**config.mk**
```make
export PLATFORM = sky130hd
export DESIGN_NAME = fifo_rr_arbiter
export DESIGN_NICKNAME = d
export VERILOG_FILES = /design/src/rtl/bridge_pkg.sv /design/src/rtl/rr_pick.sv /design/src/rtl/fifo_rr_arbiter.sv
export SDC_FILE = /design/constraint.sdc
export NUM_CORES = 1
export LEC_CHECK = 0
export ABC_CLOCK_PERIOD_IN_PS = 3800
export BUFFER_PORTS_ARGS = -buffer_cell sky130_fd_sc_hd__buf_2
export CORE_AREA = 4 4 50 52
export CTS_CLUSTER_DIAMETER = 40
export DETAILED_ROUTE_END_ITERATION = 7
export DIE_AREA = 0 0 54 56
export PLACE_DENSITY = 0.77
export SLEW_MARGIN = 40
export SYNTH_ARGS = -nofsm -noshare
export SYNTH_HDL_FRONTEND = slang
export SYNTH_HIERARCHICAL = 1
export SYNTH_SLANG_ARGS = --single-unit
```
**constraint.sdc**
```tcl
create_clock -name clk -period 3.8 [get_ports clk]
set_input_delay 0.76 -clock clk [delete_from_list [all_inputs] [get_ports clk]]
set_output_delay 0.76 -clock clk [all_outputs]
set_load 0.02 [all_outputs]
```
**src/rtl/bridge_pkg.sv**
```systemverilog
// Shared types and helpers for the bridge datapath blocks.
package bridge_pkg;

    // Arbiter control states.
    typedef enum logic [1:0] {
        ARB_IDLE  = 2'd0,
        ARB_GRANT = 2'd1,
        ARB_GAP   = 2'd2
    } arb_state_e;

    localparam int DATA_W_DEF = 8;

    // Bits needed to hold values 0..value-1 (never less than one bit).
    function automatic int clog2(input int value);
        int w;
        w = 1;
        while ((1 << w) < value) w++;
        return w;
    endfunction

endpackage

```
**src/rtl/rr_pick.sv**
```systemverilog
// Combinational round-robin picker: first set request bit searching
// cyclically upward from the port after last_grant.
module rr_pick
    import bridge_pkg::*;
#(
    parameter int NUM_PORTS = 2,
    parameter int PORT_W    = clog2(NUM_PORTS)
) (
    input  logic [NUM_PORTS-1:0] req,
    input  logic [PORT_W-1:0]    last_grant,
    output logic                 found,
    output logic [PORT_W-1:0]    pick
);

    // Walk offsets 1..NUM_PORTS so last_grant itself is considered last.
    always_comb begin
        found = 1'b0;
        pick  = '0;
        for (int k = 1; k <= NUM_PORTS; k++) begin
            for (int i = 0; i < NUM_PORTS; i++) begin
                if (!found && req[i] && (i == (int'(last_grant) + k) % NUM_PORTS)) begin
                    found = 1'b1;
                    pick  = PORT_W'(i);
                end
            end
        end
    end

endmodule

```
**src/rtl/fifo_rr_arbiter.sv**
```systemverilog
// Round-robin read arbiter draining several show-ahead byte FIFOs into
// one egress stream; each byte is tagged with its source port.
module fifo_rr_arbiter
    import bridge_pkg::*;
#(
    parameter  int NUM_PORTS = 2,
    parameter  int DATA_W    = DATA_W_DEF,
    parameter  int MAX_BURST = 16,
    localparam int PORT_W    = clog2(NUM_PORTS),
    localparam int CNT_W     = clog2(MAX_BURST + 1)
) (
    input  logic                        clk,
    input  logic                        rst,
    input  logic                        enable,
    input  logic [NUM_PORTS-1:0]        fifo_empty,
    input  logic [NUM_PORTS*DATA_W-1:0] fifo_data,
    output logic [NUM_PORTS-1:0]        fifo_read,
    input  logic                        out_ready,
    output logic [DATA_W-1:0]           out_data,
    output logic                        out_valid,
    output logic [PORT_W-1:0]           out_port,
    output logic                        busy
);

    localparam logic [CNT_W-1:0] CNT_MAX  = CNT_W'(MAX_BURST);
    localparam logic [CNT_W-1:0] CNT_LAST = CNT_W'(MAX_BURST - 1);

    arb_state_e          state;
    logic [PORT_W-1:0]   gnt;
    logic [PORT_W-1:0]   last_grant;
    logic [CNT_W-1:0]    cnt;
    logic                pick_found;
    logic [PORT_W-1:0]   pick_port;
    logic                gnt_empty;
    logic [DATA_W-1:0]   gnt_data;
    logic                rd_en;

    rr_pick #(
        .NUM_PORTS (NUM_PORTS),
        .PORT_W    (PORT_W)
    ) u_pick (
        .req        (~fifo_empty),
        .last_grant (last_grant),
        .found      (pick_found),
        .pick       (pick_port)
    );

    assign gnt_empty = fifo_empty[gnt];
    assign gnt_data  = fifo_data[gnt*DATA_W +: DATA_W];

    // An empty FIFO or a dropped enable blocks the read even with the sink ready.
    assign rd_en = (state == ARB_GRANT) && enable && !gnt_empty && out_ready && (cnt < CNT_MAX);

    assign busy = (state != ARB_IDLE);

    // Drive the read strobe only to the granted port.
    always_comb begin
        fifo_read = '0;
        if (rd_en) fifo_read[gnt] = 1'b1;
    end

    // Grant FSM plus the one-cycle read-to-egress register stage.
    always_ff @(posedge clk) begin
        if (rst) begin
            state      <= ARB_IDLE;
            gnt        <= '0;
            last_grant <= PORT_W'(NUM_PORTS - 1);
            cnt        <= '0;
            out_valid  <= 1'b0;
            out_data   <= '0;
            out_port   <= '0;
        end else begin
            // egress stage: byte read this cycle appears next cycle
            out_valid <= rd_en;
            if (rd_en) begin
                out_data <= gnt_data;
                out_port <= gnt;
            end

            case (state)
                ARB_IDLE: begin
                    if (enable && pick_found) begin
                        gnt   <= pick_port;
                        cnt   <= '0;
                        state <= ARB_GRANT;
                    end
                end
                ARB_GRANT: begin
                    if (!enable || gnt_empty) begin
                        state <= ARB_GAP;
                    end else if (rd_en) begin
                        cnt <= cnt + 1'b1;
                        if (cnt == CNT_LAST) state <= ARB_GAP;
                    end
                end
                ARB_GAP: begin
                    // dead cycle lets the last byte emerge before another port is read
                    last_grant <= gnt;
                    state      <= ARB_IDLE;
                end
                default: state <= ARB_IDLE;
            endcase
        end
    end

endmodule

```
== Word-level counts from Yosys, hierarchy flattened ==
Index checks and enable logic that the tools add are counted.
Widths: inputs -> output; s select.

* $add $sub $neg: 3
* Multipliers: 0
* Divide/modulo/power cells: 0
* Magnitude comparators: 3
* Equal/unequal tests: 10
* Shift operators: 1
* Mux-type cells: 21
* Bitwise operators: 3
* Reduce and logical (&&, ||, !) cells: 27

{| class="wikitable"
|+ Operators with widths
! kind !! count
|-
| $logic_not 32->1 || 2
|-
| $shiftx 16x5->8 || 1
|-
| $mux 5 || 3
|-
| $logic_and 1x1->1 || 13
|-
| $mux 1 || 10
|-
| $mux 2 || 5
|-
| $pmux 5 s2 || 1
|-
| $ne 2x2->1 const B || 3
|-
| $add 5x1->5 const B || 1
|-
| $eq 5x4->1 const B || 1
|-
| $logic_not 1->1 || 5
|-
| $lt 5x5->1 const B || 1
|-
| $eq 2x2->1 const A || 2
|-
| $pmux 2 s2 || 1
|-
| $reduce_and 4->1 || 1
|-
| $reduce_bool 2->1 || 2
|-
| $ne 3x1->1 const B || 1
|-
| $ne 3x2->1 const B || 1
|-
| $reduce_and 3->1 || 1
|-
| $add 1x1->1 const B || 2
|-
| $and 1x1->1 const A || 2
|-
| $eq 2x1->1 const B || 1
|-
| $eq 2x2->1 const B || 1
|-
| $logic_not 2->1 || 1
|-
| 6 further kinds || 6
|}

* Register bits: 19
* Latch bits: 0
* RAM bits: 0
* Memory bits (read-only): 0
* Bits of input ports: 22
* Output and inout bits: 13
* Logic and storage cells: 75
* Memories: 0

== Depth between registers and ports, before layout ==
Gate-level depths: netlist of the first run.

* Depth in word-level cells: 20
* Depth in mapped cells: 6
* Mapped depth without buffers: 5

== Cells and area by module ==
Netlist of the first run, hierarchy kept.

{| class="wikitable"
|+ By module, submodules not included
! module !! instances !! cells an instance !! area an instance (µm²) !! sequential area each (µm²)
|-
| fifo_rr_arbiter || 1 || 116 || 1024.7 || 380.4
|-
| rr_pick || 1 || 2 || 13.8 || 0.0
|}

== Least setup slack after synthesis of the first run ==
OpenSTA, ideal clock, no wires.

* Path type: input port to output port
* From: input out_ready
* To: output fifo_read[0]
* Data arrival time: 1.713 ns
* Required time: 3.040 ns
* Slack: 1.327 ns
* Stages: 4
* Path buffers: 1
* Cells stage by stage: nor2b_1 clkbuf_1 nand3_1 nor2_1

* Word-level cells in the longest chain between the ends: 3

{| class="wikitable"
|+ Ends and longest elaborated chain
! what !! line !! text
|-
| start: declaration || fifo_rr_arbiter.sv:18 || <nowiki>input logic out_ready,</nowiki>
|-
| $logic_and 1x1->1 (2 in a row) || fifo_rr_arbiter.sv:52 || <nowiki>assign rd_en = (state == ARB_GRANT) && enable && !gnt_empty && out_ready && (cnt < CNT_MAX);</nowiki>
|-
| $mux 2 || fifo_rr_arbiter.sv:59 || <nowiki>if (rd_en) fifo_read[gnt] = 1'b1;</nowiki>
|-
| end: declaration || fifo_rr_arbiter.sv:17 || <nowiki>output logic [NUM_PORTS-1:0] fifo_read,</nowiki>
|}

Every way passes these cells.

== Worst setup path in the final report of the first run ==
* From: input enable
* To: output fifo_read[0]

* Word-level cells in the longest chain between the ends: 5

{| class="wikitable"
|+ Ends and longest elaborated chain
! what !! line !! text
|-
| start: declaration || fifo_rr_arbiter.sv:14 || <nowiki>input logic enable,</nowiki>
|-
| $logic_and 1x1->1 (4 in a row) || fifo_rr_arbiter.sv:52 ||
|-
| $mux 2 || fifo_rr_arbiter.sv:59 ||
|}

Every way passes these cells.

==> results.yml, run 1 <==
placed_design:
  dpl.cell_count: 171
  portBuffers: 34
  pre_cts_slack_ns: 1.28
  dp_hpwl_microns: 1760
  finalWeightedCongestion: 0.727
critical_path:
  critPathCaptureType: "primary output"
  path_class: "in -> out"
  timing.rr.start: "cnt[0]$_SDFFE_PP0P_"
  start_kind: "input port"
  critPathMaxFanout: 14
  worstSetupStartpoint: "enable"
  worstPathArrival_ns: 1.77
  crit_required_ns: 3.04
  path_cells: "buf_2 > and3b_1 > nand3_1 > nor2_1 > buf_2"
  r2r_slack_ns: 2.06
  critPathMaxStageDelay_ns: 0.47
  cp_common_cell: "buf_2"
  slowest_stage: "and3b_1"
sta:
  final.period_utilization_pct: 66.5
  hold_viol_final: 0
  finClkSkew_ns: 0.00616
  tns_ns: 0
  layout_setup_ws_ns: 1.27
  max-slew-margin-rel_pct: 58.2
  rsz0062_at_grt: "false"
  setup_viol: 0
  max_freq_mhz: 396
  worst-slew-pin-transition_ns: 0.626
  maxSlewViolCount: 0
  final.min_clock_period_ns: 2.53
  whs_ns: 0.494
yosys:
  syn_area_sq_um: 1040
  synth_nets: 142
  synth-seq-cells: 19
  synth_edf_count: 0
  async_reset_ff_share_pct: 0
  synth_top_area_share_pct: 36.6
  synth_area_leaders: "dfxtp_1, mux2_2, a31oi_1, nor4_1, nor3_1"
  synth_flop_cell: "dfxtp_1"
  synth_top_area_cell: "dfxtp_1"
  synth.distinct_cells: 36
  syn_inst: 118
  yosysSeqAreaShare_pct: 36.6
  syn_area_per_cell_sq_um: 8.80
  ys_warn_count: 6
layout:
  n_antenna_cell: 0
  finalNetCount: 172
  layout_commonest_cell: "buf_2"
  multi_input_area_sq_um: 578
  n_fill_cell: 190
  seq_area_sq_um: 380
  final_cell_mix: "buf_2, dfxtp_1"
  final_cells: 175
  layout-area-overhead-vs-synth_pct: 18.9
  drive_gt1_share_pct: 34.0
routing:
  first_iter_violations: 18
  vias_per_cell: 5.84
  drc: 0
  vias: 1022
  wl_per_cell_microns: 14.6
  ant_nets: 0
  first_pass_iters: 4
  routed_wl_microns: 2550
clocking:
  cts_tree: "built"
  cts.htree.levels: 1
  clock_sink_count: 19
  clk_pin_slew_worst_paths_ns: 0.11
  clockBufferDepth: 2
  cts.repair.resized: 0
  clk_latency_ns: 0.30
  root_buffer: "clkbuf_4"
  cts_buffers: 3
  hold_buffers: 0
  cts_setup_buffers: 0
floorplan:
  fp-row-count: 17
  start_util_pct: 49.3
  die_h_microns: 56
  pin_count: 35
  core_sq_um: 2110
  dieArea_sq_um: 3020
  die_x_microns: 54
global_route:
  grt_pass1_vias: 1013
  grtUsageTotal_pct: 18.2
  grt_antenna_before_repair: 0
  grt_max_degree: 20
  grt_pass1_wl_microns: 4290
  grt_overflow_total: 0
job:
  maxCapViolCount: 0
worst_hold_path:
  min_from: "out_port$_SDFFE_PP0P_"
  hold_path.class: "reg -> reg"
power_and_ir_drop:
  p_per_area_nw_per_um2: 301
  peakVddDrop_uv: 212
  power.static_leakage_uw: 0.000528
outcome:
  status: "finished clean"
## layer usage
layer  track usage, %  up-vias  part of all wire, %
li1                 -      505                    -
met1             21.4      481                   44
met2             31.7       31                   49
met3             3.49        5                  5.4
met4             6.41        0                  1.3
met5                0        -                    0
## kinds of logic after synthesis
group                      after synthesis  synth area share, %
AOI/OAI and AO/OA                       24                 15.8
adders and majority gates                2                 2.41
buffers and inverters                   18                 7.71
DFF                                     19                 36.6
muxes                                   11                 12.0
and+or+nand+nor                         44                 25.4
## synth_stat cells, types with 2 or more instances
cell / number
dfxtp_1: 19
a31oi_1: 8
mux2_2: 8
nor3_1: 8
nor4_1: 8
a21oi_1: 6
clkbuf_1: 6
inv_1: 6
buf_2: 4
nand2_1: 4
nor2b_1: 4
o311ai_0: 4
nand4_1: 3
nor2_1: 3
and3_1: 2
ha_1: 2
mux2i_1: 2
nand2b_1: 2
or4_1: 2
## sequential cells by signal, summed over array words and instances (netlist names)
signal	cells
cnt	5
gnt	1
last_grant	1
out_data	8
out_port	1
out_valid	1
state	2
## stage by stage
stage          util (%)  area (sq um)  power [uW]
5_1_grt            58.6          1230         387
6_report           58.6          1230         371
3_3_place_gp       57.4          1210         272
3_5_place_dp       57.4          1210         274
2_1_floorplan         -          1040         253
4_1_cts            58.6          1230         375
## layout make-up
type,instances,share of cell area (%)
flip-flops and latches,19,30.8
inverters,6,1.82
clock buffers,4,2.13
well taps,28,2.84
multi-input cells,81,46.8
repair buffers,37,15.6
## worst max-delay path: cells and delay by family
kind	cells	cell delay (ns)
buffers and inverters	2	0.26
AND/OR/NAND/NOR	3	0.75
## worst paths after layout
| check | cells past startpoint | endpoint |
|---|---|---|
| min | 2 | out_port$_SDFFE_PP0P_ |
| min reg2reg | 2 | out_port$_SDFFE_PP0P_ |
| max | 5 | fifo_read[0] |
| max reg2reg | 5 | cnt[4]$_SDFFE_PP0P_ |
## power by group
group	internal, uW	switching (uW)	total [uW]
clock	40.9	60.7	102
sequential	203	2.77	206
combinational	27.1	36.8	63.9
No activity file was read; power rests on OpenSTA's default activity.
==> inputs of run 2 (changes only) <==
- ABC_CLOCK_PERIOD_IN_PS: 3800 -> 2640
- CORE_AREA: 4 4 50 52 -> 4 4 52 54
- DIE_AREA: 0 0 54 56 -> 0 0 56 58
- PLACE_DENSITY: 0.77 -> 0.71
- clock period: 3.8 -> 2.64 ns (I/O delays scaled with it)
==> run 2 against run 1 <==
Compared with the run above:
- register-to-register slack worse by 1.2 ns
- sequential share of layout area about the same
- core utilization is 2.8 points lower
- final cell count stayed put
- routed wire length up 3.3%
- clock skew shrank 0.0051 ns
- global-route usage fell by 0.87 points
- sequential cell count stayed put
- hold slack worse by 0.0027 ns
- critical endpoint is now fifo_read[1]
==> results.yml, run 2 (synthesis gave the netlist of run 1 again) <==
placed_design:
  portBuffers: 34
  dpl.cell_count: 171
  finalWeightedCongestion: 0.763
  pre_cts_slack_ns: 0.577
  dp_hpwl_microns: 1870
clocking:
  cts_tree: "built"
  clock_sink_count: 19
  cts_buffers: 3
  cts_setup_buffers: 0
  cts.repair.resized: 0
  root_buffer: "clkbuf_4"
  hold_buffers: 0
  clockBufferDepth: 2
  cts.htree.levels: 1
  clk_pin_slew_worst_paths_ns: 0.11
  clk_latency_ns: 0.29
sta:
  final.min_clock_period_ns: 2.20
  rsz0062_at_grt: "false"
  whs_ns: 0.491
  max_freq_mhz: 456
  tns_ns: 0
  max-slew-margin-rel_pct: 59.0
  hold_viol_final: 0
  setup_viol: 0
  finClkSkew_ns: 0.00103
  worst-slew-pin-transition_ns: 0.613
  final.period_utilization_pct: 83.1
  layout_setup_ws_ns: 0.445
  maxSlewViolCount: 0
power_and_ir_drop:
  power.static_leakage_uw: 0.000531
  power_uw: 537
  swShare_pct: 27.8
  p_per_area_nw_per_um2: 434
  switchingPower_uw: 149
  clkPwrFrac_pct: 27.5
  peakVddDrop_uv: 363
  intPower_uw: 388
  power.share.sequential_pct: 55.3
  combinationalPowerShare_pct: 17.2
routing:
  met1_length_microns: 1140
  first_iter_violations: 23
  vias_per_cell: 5.89
  vias: 1030
  top_layer: "met4"
  first_pass_iters: 4
  wl_met2_microns: 1310
  ant_nets: 0
  wl_per_cell_microns: 15.1
  wl_met3_microns: 155
  routed_wl_microns: 2640
  drc: 0
critical_path:
  path_class: "reg -> out"
  start_kind: "flip-flop"
  crit_required_ns: 2.11
  critPathCaptureType: "primary output"
  timing.rr.start: "gnt$_SDFFE_PP0P_"
  critPathMaxFanout: 14
  r2r_slack_ns: 0.90
  worstPathArrival_ns: 1.67
  worstSetupStartpoint: "state[0]$_SDFFE_PP0P_"
  worstRegToRegCells: 4
  timing.rr.end: "cnt[0]$_SDFFE_PP0P_"
global_route:
  grt_overflow_total: 0
  grt_pass1_wl_microns: 4600
  grt_antenna_before_repair: 0
  grt_max_degree: 20
  grt_pass1_vias: 1062
  grtUsageTotal_pct: 17.4
floorplan:
  fp-row-count: 17
  dieArea_sq_um: 3250
  die_x_microns: 56
  start_util_pct: 46.9
  pin_count: 35
  core_sq_um: 2210
  die_h_microns: 58
layout:
  n_antenna_cell: 0
  largest-register: "out_data"
  largest_register_ff_count: 8
  reg.largest.list: "out_data (8), cnt (5), state (2)"
  n_fill_cell: 213
  finalNetCount: 172
  drive_gt1_share_pct: 34.7
  final_cell_mix: "buf_2, dfxtp_1"
  final_cells: 175
  layout-area-overhead-vs-synth_pct: 19.0
  layout_commonest_cell: "buf_2"
worst_hold_path:
  min_from: "out_port$_SDFFE_PP0P_"
  whs_endpoint: "out_port$_SDFFE_PP0P_"
  hold_path_depth: 2
  hold_path.class: "reg -> reg"
job:
  maxCapViolCount: 0
outcome:
  status: "finished clean"
run 2: cell count changes in the layout (fill, tap and decap cells not counted):
cell,before,now
clkinv_2,0,1
clkbuf_1,1,0
run 2: area by class of cell:
type / count / area (sq um) / share of cell area [%]
multi-input combinational: 81 / 578 / 46.8
timing repair buffer: 37 / 193 / 15.6
clock buffer: 3 / 22.5 / 1.82
tap: 28 / 35.0 / 2.83
inverter: 6 / 22.5 / 1.82
sequential: 19 / 380 / 30.8
clock inverter: 1 / 5.00 / 0.405
run 2: worst max path at each step:
| stage | to | slack (ns) | cells after the start |
|---|---|---|---|
| 2_1_floorplan | fifo_read[0] | 0.63 | 4 |
| 3_3_place_gp | fifo_read[0] | 0.61 | 5 |
| 3_5_place_dp | fifo_read[0] | 0.58 | 5 |
| 4_1_cts | fifo_read[1] | 0.46 | 4 |
| 5_1_grt | fifo_read[0] | 0.23 | 4 |
| 6_report | fifo_read[1] | 0.44 | 4 |
run 2: metrics by stage:
step | util (%) | cell area, sq um
floorplan | - | 1040
finish | 55.9 | 1240
detailed placement | 54.6 | 1210
CTS | 55.9 | 1240
global placement | 54.6 | 1210
global route | 55.9 | 1240
run 2: critical path, cell delays in order, from the launching register on:
cell and delay, ns:
dfxtp_1 0.41, and3b_1 0.50, nand4_1 0.21, inv_1 0.09, buf_2 0.16
run 2: power by group through the flow:
stage	sequential, uW	combinational, uW	clock, uW
after floorplan	305	58.6	0
after global placement	303	89.0	0
after detailed placement	303	91.8	0
after CTS	297	92.2	152
after global routing	298	102	160
final	297	92.6	148
run 2: metal layers:
metal / track usage, % / vias up
met5: 0 / -
met4: 7.80 / 0
met3: 2.90 / 2
met2: 30.1 / 34
met1: 21.2 / 488
li1: - / 506
